## src/rtl/hall_if.sv

```systemverilog
// Hall conditioner bus: raw pins and clear in, filtered code and timing measurements out.
// The master side drives the raw pins; the slave side is the conditioner.
interface hall_if #(
    parameter int unsigned period_width = 32
);
    logic [2:0]              hall_raw;
    logic                    clear;
    logic [2:0]              hall_values;
    logic                    hall_edge;
    logic                    hall_invalid;
    logic [period_width-1:0] period;
    logic                    period_valid;
    logic                    stalled;

    modport master (
        output hall_raw, clear,
        input  hall_values, hall_edge, hall_invalid, period, period_valid, stalled
    );

    modport slave (
        input  hall_raw, clear,
        output hall_values, hall_edge, hall_invalid, period, period_valid, stalled
    );
endinterface

```

## src/rtl/hall_input_conditioner.sv

```systemverilog
// Synchronises and debounces the three hall pins, flags 000/111 codes, measures the
// pclk interval between accepted transitions and declares a stall after a timeout.
module hall_input_conditioner #(
    parameter int unsigned clk_freq_hz   = 54_000_000,
    parameter int unsigned filter_cycles = 16,
    parameter int unsigned period_width  = 32,
    parameter int unsigned timeout_ms    = 500
) (
    input  logic  pclk,
    input  logic  preset_n,
    hall_if.slave bus
);
    localparam logic [63:0] TIMEOUT_CYCLES = 64'(clk_freq_hz) / 64'd1000 * 64'(timeout_ms);
    localparam int          CNT_W          = $clog2(filter_cycles + 1);
    localparam logic [CNT_W-1:0] CNT_MAX   = CNT_W'(filter_cycles);
    localparam logic [CNT_W-1:0] CNT_ACC   = CNT_W'(filter_cycles - 1);
    localparam logic [period_width-1:0] TICK_MAX = period_width'(TIMEOUT_CYCLES - 64'd1);

    if (filter_cycles < 1) begin : g_bad_filter
        $error("hall_input_conditioner: filter_cycles must be at least 1");
    end
    if (TIMEOUT_CYCLES < 64'd1 ||
        (period_width < 64 && TIMEOUT_CYCLES > ((64'd1 << period_width) - 64'd1))) begin : g_bad_timeout
        $error("hall_input_conditioner: timeout_cycles does not fit in period_width");
    end

    logic [2:0]              r_sync_p0;
    logic [2:0]              r_sync_p1;
    logic [2:0]              r_cand;
    logic [CNT_W-1:0]        r_cnt;
    logic [2:0]              r_hall_values;
    logic                    r_hall_edge;
    logic [period_width-1:0] r_tick;
    logic [period_width-1:0] r_period;
    logic                    r_period_valid;
    logic                    r_stalled;
    logic                    r_armed;

    logic w_same;
    logic w_accept;
    logic w_valid_code;
    logic w_timeout;

    assign w_same       = (r_sync_p1 == r_cand);
    assign w_accept     = w_same && (r_cnt == CNT_ACC) && (r_cand != r_hall_values);
    assign w_valid_code = (r_cand != 3'b000) && (r_cand != 3'b111);
    assign w_timeout    = (r_tick == TICK_MAX);

    // Stage p0/p1: two-flop synchroniser, then the candidate/run-length stability filter
    always_ff @(posedge pclk or negedge preset_n) begin
        if (!preset_n) begin
            r_sync_p0     <= 3'b000;
            r_sync_p1     <= 3'b000;
            r_cand        <= 3'b000;
            r_cnt         <= '0;
            r_hall_values <= 3'b000;
            r_hall_edge   <= 1'b0;
        end else begin
            r_sync_p0   <= bus.hall_raw;
            r_sync_p1   <= r_sync_p0;
            r_hall_edge <= w_accept;
            if (!w_same) begin
                r_cand <= r_sync_p1;
                r_cnt  <= CNT_W'(1);
            end else if (r_cnt != CNT_MAX) begin
                r_cnt <= r_cnt + CNT_W'(1);
            end
            if (w_accept) begin
                r_hall_values <= r_cand;
            end
        end
    end

    // Interval measurement; an accept outranks both clear and the timeout
    always_ff @(posedge pclk or negedge preset_n) begin
        if (!preset_n) begin
            r_tick         <= '0;
            r_period       <= '0;
            r_period_valid <= 1'b0;
            r_stalled      <= 1'b1;
            r_armed        <= 1'b0;
        end else if (w_accept) begin
            r_tick    <= '0;
            r_stalled <= 1'b0;
            r_armed   <= w_valid_code;
            if (bus.clear) begin
                r_period       <= '0;
                r_period_valid <= 1'b0;
            end else if (w_valid_code && r_armed && !r_stalled) begin
                r_period       <= r_tick + period_width'(1);
                r_period_valid <= 1'b1;
            end
        end else begin
            if (bus.clear) begin
                r_tick         <= '0;
                r_period       <= '0;
                r_period_valid <= 1'b0;
                r_armed        <= 1'b0;
            end else if (!w_timeout) begin
                r_tick <= r_tick + period_width'(1);
            end
            // tick parks at its maximum, so the stall condition stays asserted until an accept
            if (w_timeout) begin
                r_stalled      <= 1'b1;
                r_period_valid <= 1'b0;
                r_armed        <= 1'b0;
            end
        end
    end

    assign bus.hall_values  = r_hall_values;
    assign bus.hall_edge    = r_hall_edge;
    assign bus.hall_invalid = (r_hall_values == 3'b000) || (r_hall_values == 3'b111);
    assign bus.period       = r_period;
    assign bus.period_valid = r_period_valid;
    assign bus.stalled      = r_stalled;
endmodule
```

## src/flat_wrapper.sv

```systemverilog
// flat-port wrapper written by rule: the top's interface ports become plain ports
module hall_input_conditioner_flat 
#(
    parameter int unsigned clk_freq_hz   = 54_000_000,
    parameter int unsigned filter_cycles = 16,
    parameter int unsigned period_width  = 32,
    parameter int unsigned timeout_ms    = 500
)
  (pclk, preset_n, bus_hall_raw, bus_clear, bus_hall_values, bus_hall_edge, bus_hall_invalid, bus_period, bus_period_valid, bus_stalled);
  hall_if #(.period_width(period_width)) bus_i ();
  input  logic pclk;
  input  logic preset_n;
  input wire logic [$bits(bus_i.hall_raw)-1:0] bus_hall_raw;
  input wire logic [$bits(bus_i.clear)-1:0] bus_clear;
  output wire logic [$bits(bus_i.hall_values)-1:0] bus_hall_values;
  output wire logic [$bits(bus_i.hall_edge)-1:0] bus_hall_edge;
  output wire logic [$bits(bus_i.hall_invalid)-1:0] bus_hall_invalid;
  output wire logic [$bits(bus_i.period)-1:0] bus_period;
  output wire logic [$bits(bus_i.period_valid)-1:0] bus_period_valid;
  output wire logic [$bits(bus_i.stalled)-1:0] bus_stalled;
  assign bus_i.hall_raw = bus_hall_raw;
  assign bus_i.clear = bus_clear;
  assign bus_hall_values = bus_i.hall_values;
  assign bus_hall_edge = bus_i.hall_edge;
  assign bus_hall_invalid = bus_i.hall_invalid;
  assign bus_period = bus_i.period;
  assign bus_period_valid = bus_i.period_valid;
  assign bus_stalled = bus_i.stalled;
  hall_input_conditioner #(.clk_freq_hz(clk_freq_hz), .filter_cycles(filter_cycles), .period_width(period_width), .timeout_ms(timeout_ms)) u_core (.pclk(pclk), .preset_n(preset_n), .bus(bus_i));
endmodule
```

## config.mk

```make
export PLATFORM = sky130hd
export DESIGN_NAME = hall_input_conditioner_flat
export DESIGN_NICKNAME = d
export VERILOG_FILES = /design/src/rtl/hall_if.sv /design/src/rtl/hall_input_conditioner.sv /design/src/flat_wrapper.sv
export SDC_FILE = /design/constraint.sdc
export NUM_CORES = 1
export LEC_CHECK = 0
export ABC_CLOCK_PERIOD_IN_PS = 4200
export CAP_MARGIN = 20
export CORE_UTILIZATION = 40
export CTS_CLUSTER_DIAMETER = 100
export DETAILED_ROUTE_END_ITERATION = 8
export GPL_TIMING_DRIVEN = 1
export MAX_ROUTING_LAYER = met4
export PLACE_DENSITY_LB_ADDON = 0.1
export SLEW_MARGIN = 10
export SYNTH_ARGS = -nofsm -noshare
export SYNTH_HDL_FRONTEND = slang
export SYNTH_SLANG_ARGS = --single-unit
```

## constraint.sdc

```tcl
create_clock -name pclk -period 4.2 [get_ports pclk]
set_clock_uncertainty 0.2 [all_clocks]
set_input_delay 0.63 -clock pclk [delete_from_list [all_inputs] [get_ports pclk]]
set_output_delay 0.63 -clock pclk [all_outputs]
set_load 0.01 [all_outputs]
```

### Yosys cells after proc, flatten, opt, wreduce, memory -nomap -nowiden

Index checks and enable logic that the tools add are counted.

* flip-flop bits (word level): 85
* input bits: 6
* output and inout port bits: 39
* logic and storage cells: 55

* add/subtract/negate cells: 2
* equality and inequality tests: 10
* mux-type cells: 17
* reduce and logical (&&, ||, !) cells: 15

Operators by type and width (count)
* $mux 32: 7
* $add 32x1->32 const B: 1
* $eq 32x25->1 const B: 1
* $mux 5: 2
* $mux 1: 8
* $ne 3x3->1 const B: 2
* $reduce_bool 2->1: 3
* $reduce_bool 3->1: 2
* $add 5x1->5 const B: 1
* $eq 5x4->1 const B: 1
* $logic_and 1x1->1: 5
* $ne 5x5->1 const B: 1
* $reduce_and 2->1: 2
* $eq 3x3->1: 1
* $eq 3x3->1 const B: 1
* $logic_not 3->1: 1
* $ne 3x2->1 const B: 1
* $ne 3x3->1: 1
* $ne 2x2->1 const B: 1
* $logic_not 1->1: 1
* $logic_or 1x1->1: 1

### Logic depth before layout (Yosys ltp)

* depth after elaboration: 7
* gate-level depth with buffers: 8
* depth with buffers taken out: 7

### Least setup slack after synthesis

No wires, ideal clock.

* path kind: reg2reg
* start point: register u_core.r_tick[0]
* end point: register u_core.r_period[26], in the netlist u_core.bus.period[26]
* library setup time: 124 ps
* arrival time: 1810 ps
* required time: 3876 ps
* path slack: 2066 ps
* stages on the path, launching flop included: 7
* buffers on the path: 0
* clock period less this slack: 2134 ps
* cells stage by stage: dfrtp_1 -> ha_1 -> nand3_1 -> or4_4 -> nor4_2 -> xnor2_1 -> o2bb2ai_2

* longest elaborated chain between the ends: 4

RTL lines
* start, declared: RTL line hall_input_conditioner.sv:33 `logic [period_width-1:0] r_tick;`
* start signal, assigned: RTL line hall_input_conditioner.sv:100 `r_tick <= r_tick + period_width'(1);`
* $add 32x1->32: RTL line hall_input_conditioner.sv:90 `r_period <= r_tick + period_width'(1);`
* $mux 32: RTL line hall_input_conditioner.sv:89 `end else if (w_valid_code && r_armed && !r_stalled) begin`
* $mux 32: RTL line hall_input_conditioner.sv:86 `if (bus.clear) begin`
* $mux 32: RTL line hall_input_conditioner.sv:82 `end else if (w_accept) begin`
* end signal, assigned: RTL line hall_input_conditioner.sv:90
* end, declared: RTL line hall_input_conditioner.sv:34 `logic [period_width-1:0] r_period;`

No other way between the ends. The select of a mux whose other input is x is not followed.
A chain may end at the register's enable or synchronous reset.

### Worst setup path in the final report

* start point: register u_core.r_hall_values[0], in the netlist u_core.bus.hall_values[0]
* end point: output bus_hall_invalid

* longest elaborated chain between the ends: 2
* elaborated cells on any way between the ends: 3
* those cells by class: 1 x eq/ne; 2 x reduce/logical

RTL lines
* start, declared: RTL line hall_input_conditioner.sv:31 `logic [2:0] r_hall_values;`
* start signal, assigned: RTL line hall_input_conditioner.sv:69 `r_hall_values <= r_cand;`
* $eq 3x3->1 / $logic_not 3->1 (equally long branches): RTL line hall_input_conditioner.sv:113 `assign bus.hall_invalid = (r_hall_values == 3'b000) || (r_hall_values == 3'b111);`
* $logic_or 1x1->1 *: RTL line hall_input_conditioner.sv:113
* end, declared: RTL line flat_wrapper.sv:17 `output wire logic [$bits(bus_i.hall_invalid)-1:0] bus_hall_invalid;`

Mark *: on every way between the ends. The rest lies on a longest branch, timed or not.

==> impl_metrics.py <==
metrics = {
    "floorplanning": {
        "fp.dieW_um": 98.0,
        "fp-row-count": 34,
        "die_h_um": 98.0,
        "core_area_sq_um": 8810,
        "die_area_sq_um": 9610,
        "ios": 45,
        "initial_utilization_pct": 41.9,
    },
    "min_path": {
        "min_path_type": "in -> async",
    },
    "global_routing": {
        "grt_usage_pct": 17.6,
        "antenna_found_initial": 0,
        "overflow": 0,
        "grt_pass1_vias": 2523,
        "grt_pass1_wl_um": 12900,
        "grt_max_degree": 86,
    },
    "power": {
        "power_density_nw_per_um2": 331,
        "p_leak_nw": 1.88,
        "ir_drop_mv": 0.144,
    },
    "run_status": {
        "violations": "design-rule violations",
        "status": "finished, violations left",
    },
    "synth": {
        "ys_ff_latch": 85,
        "synth.area.top_cells": "dfrtp_1 57%, o2bb2ai_1 7.1%, xor2_1 5.2%, nor2_1 4.1%, xnor2_1 4.0%",
        "syn-num-nets": 340,
        "yosys.area.top_type": "dfrtp_1",
        "yosys_warnings": 0,
        "post_synth_num_cell_types": 36,
        "synth_cells": 330,
        "seq_area_frac_synth_pct": 57.7,
        "syn-cell-area_sq_um": 3690,
        "syn_avg_cell_area_sq_um": 11.2,
        "synth_top_area_share_pct": 57.0,
    },
    "timing": {
        "slew_headroom_pct": 36.5,
        "finalCriticalPeriod_ns": 2.60,
        "max_freq_mhz": 385,
        "setup-tns-final_ns": 0,
        "tightest_slew_ns": 0.944,
        "hold_ws_ns": 0.0316,
        "finalCritPeriodShare_pct": 61.9,
        "rsz0062_at_grt": "no",
        "hold_viol": 0,
        "setup_viol": 0,
        "slew_violations": 0,
    },
    "clocking": {
        "cts.repair.resized": 0,
        "cts.clk_slew.worst_paths_ns": 0.09,
        "cts_tree": "yes",
        "clkSinkCount": 85,
        "htreeDepth": 3,
        "worstSkewPairLatency_ns": 0.35,
        "cts_root_buf": "clkbuf_8",
        "cts_buffers": 9,
        "clock_path_buffers": 2,
        "ctsHoldBuffers": 0,
        "cts_setup_buffers": 0,
    },
    "drt": {
        "wl_um": 7480,
        "vias": 2604,
        "first_pass_iters": 6,
        "drt_first_iter_violations": 144,
        "drc": 3,
        "vias_per_cell": 5.35,
        "wire_per_inst_um": 15.4,
        "detail-route-antenna-nets": 0,
    },
    "worst_setup_path": {
        "required_ns": 3.37,
        "r2r_cells": 6,
        "worstPathMaxFanout": 5,
        "r2r-start": "u_core.r_cand[2]",
        "arrival_ns": 1.77,
        "worstSetupPathType": "reg -> out",
        "r2r-end": "u_core.bus.period[16]",
        "cp-startpoint": "u_core.bus.hall_values[0]",
        "timing.critical_path.to": "bus_hall_invalid",
        "crit_path_start_kind": "flop",
        "worst-r2r-setup-slack_ns": 1.60,
        "endpoint_kind": "output port",
    },
    "run": {
        "maxCapViolations": 0,
    },
    "cells_and_area": {
        "insertedDiodeCount": 0,
        "drive_above_1_share_pct": 7.92,
        "nets": 384,
        "areaGrowthSynthToFinish_pct": 21.3,
        "fillers": 811,
        "fin_util_pct": 50.8,
        "finalNonFillerCells": 487,
    },
    "place": {
        "place_inst": 469,
        "gp_congestion": 0.826,
        "hpwl_um": 4900,
        "port_buffers": 44,
    },
}
[layout make-up]
class / instances / area [sq um] / share of cell area [%]
timing repair buffer: 47 / 508 / 11.3
inverter: 9 / 33.8 / 0.755
clock inverter: 5 / 60.1 / 1.34
multi-input combinational: 222 / 1470 / 32.8
clock buffer: 11 / 141 / 3.16
sequential: 85 / 2130 / 47.5
tap: 108 / 135 / 3.02
[synth_stat cells, drive strengths merged]
| library cell | n |
|---|---|
| nand4 | 13 |
| o31ai | 1 |
| nor3 | 8 |
| a21oi | 7 |
| xnor2 | 17 |
| mux2i | 2 |
| xor2 | 22 |
| dfrtp | 84 |
| a31oi | 1 |
| nor2b | 1 |
| nor4b | 1 |
| inv | 9 |
| o2bb2ai | 32 |
| nor4bb | 1 |
| ha | 4 |
| a21o | 1 |
| and4 | 3 |
| nand2 | 30 |
| clkbuf | 9 |
| buf | 5 |
| or2 | 1 |
| or3 | 3 |
| nor2 | 40 |
| nand3 | 18 |
| nand4b | 1 |
| dfstp | 1 |
| nor4 | 8 |
| and3 | 5 |
| or4 | 2 |
[critical path: stages, from the launching register on]
cell	delay (ns)
dfrtp_1	0.44
or3_1	0.38
nand2_1	0.07
clkdlybuf4s50_1	0.53
[report_power, final]
group	internal, mW	total [mW]	switching [mW]
registers	0.826	0.835	0.00905
clock network	0.293	0.587	0.295
logic	0.0190	0.0575	0.0386
total	1.14	1.48	0.342
[worst min path at each step]
stage                                    from                    to  slack, ns  depth (start not counted)
final                                preset_n       u_core.r_cnt[4]       0.03                          1
after global routing                 preset_n       u_core.r_cnt[2]       0.07                          1
after global placement    u_core.r_sync_p0[1]   u_core.r_sync_p1[1]       0.13                          0
after CTS                 u_core.r_sync_p0[0]   u_core.r_sync_p1[0]       0.16                          0
after detailed placement  u_core.r_sync_p0[0]   u_core.r_sync_p1[0]       0.13                          0
after floorplan                      preset_n  u_core.bus.hall_edge       0.13                          0
[per-layer routing]
metal	GRT usage, %	share of wire (%)
met1	25.5	51
met2	24.5	45
met3	2.79	3.4
met4	6.99	1.5
met5	-	0
[registers in the layout, indices dropped and copies added (netlist names)]
register,cells
u_core.r_sync_p1,3
u_core.r_sync_p0,3
u_core.r_cand,3
u_core.bus.stalled,1
u_core.r_tick,32
u_core.bus.period_valid,1
u_core.r_cnt,5
u_core.bus.period,32
u_core.bus.hall_values,3
u_core.r_armed,1
u_core.bus.hall_edge,1
[cells in the final DEF, fill, tap and decap left out, drive strengths merged, types with 4 or more instances in the layout]
cell           count
dfrtp             84
clkdlybuf4s50     43
nor2              40
o2bb2ai           32
nand2             30
xor2              22
nand3             18
xnor2             17
nand4             13
clkbuf            11
inv                9
nor3               8
nor4               8
a21oi              7
and3               5
ha                 4
buf                4
[cell families after synthesis]
| kind of cell | share of synthesized area [%] |
|---|---|
| fa+ha+maj | 1.36 |
| buf+inv | 2.48 |
| simple gates | 19.2 |
| xor+xnor | 9.26 |
| mux | 0.543 |
| compound gates | 9.46 |
| flops | 57.7 |
[metrics by stage]
step                      cell area [sq um]  total power, mW  setup slack [ns]
after floorplan                        3690            0.877              2.07
after global placement                 4210            0.905              1.42
after detailed placement               4230            0.906              1.47
after CTS                              4430             1.50              1.57
after global routing                   4480             1.55              1.44
final                                  4480             1.48              1.60
Note: power is estimated with default switching activity, not from simulation.
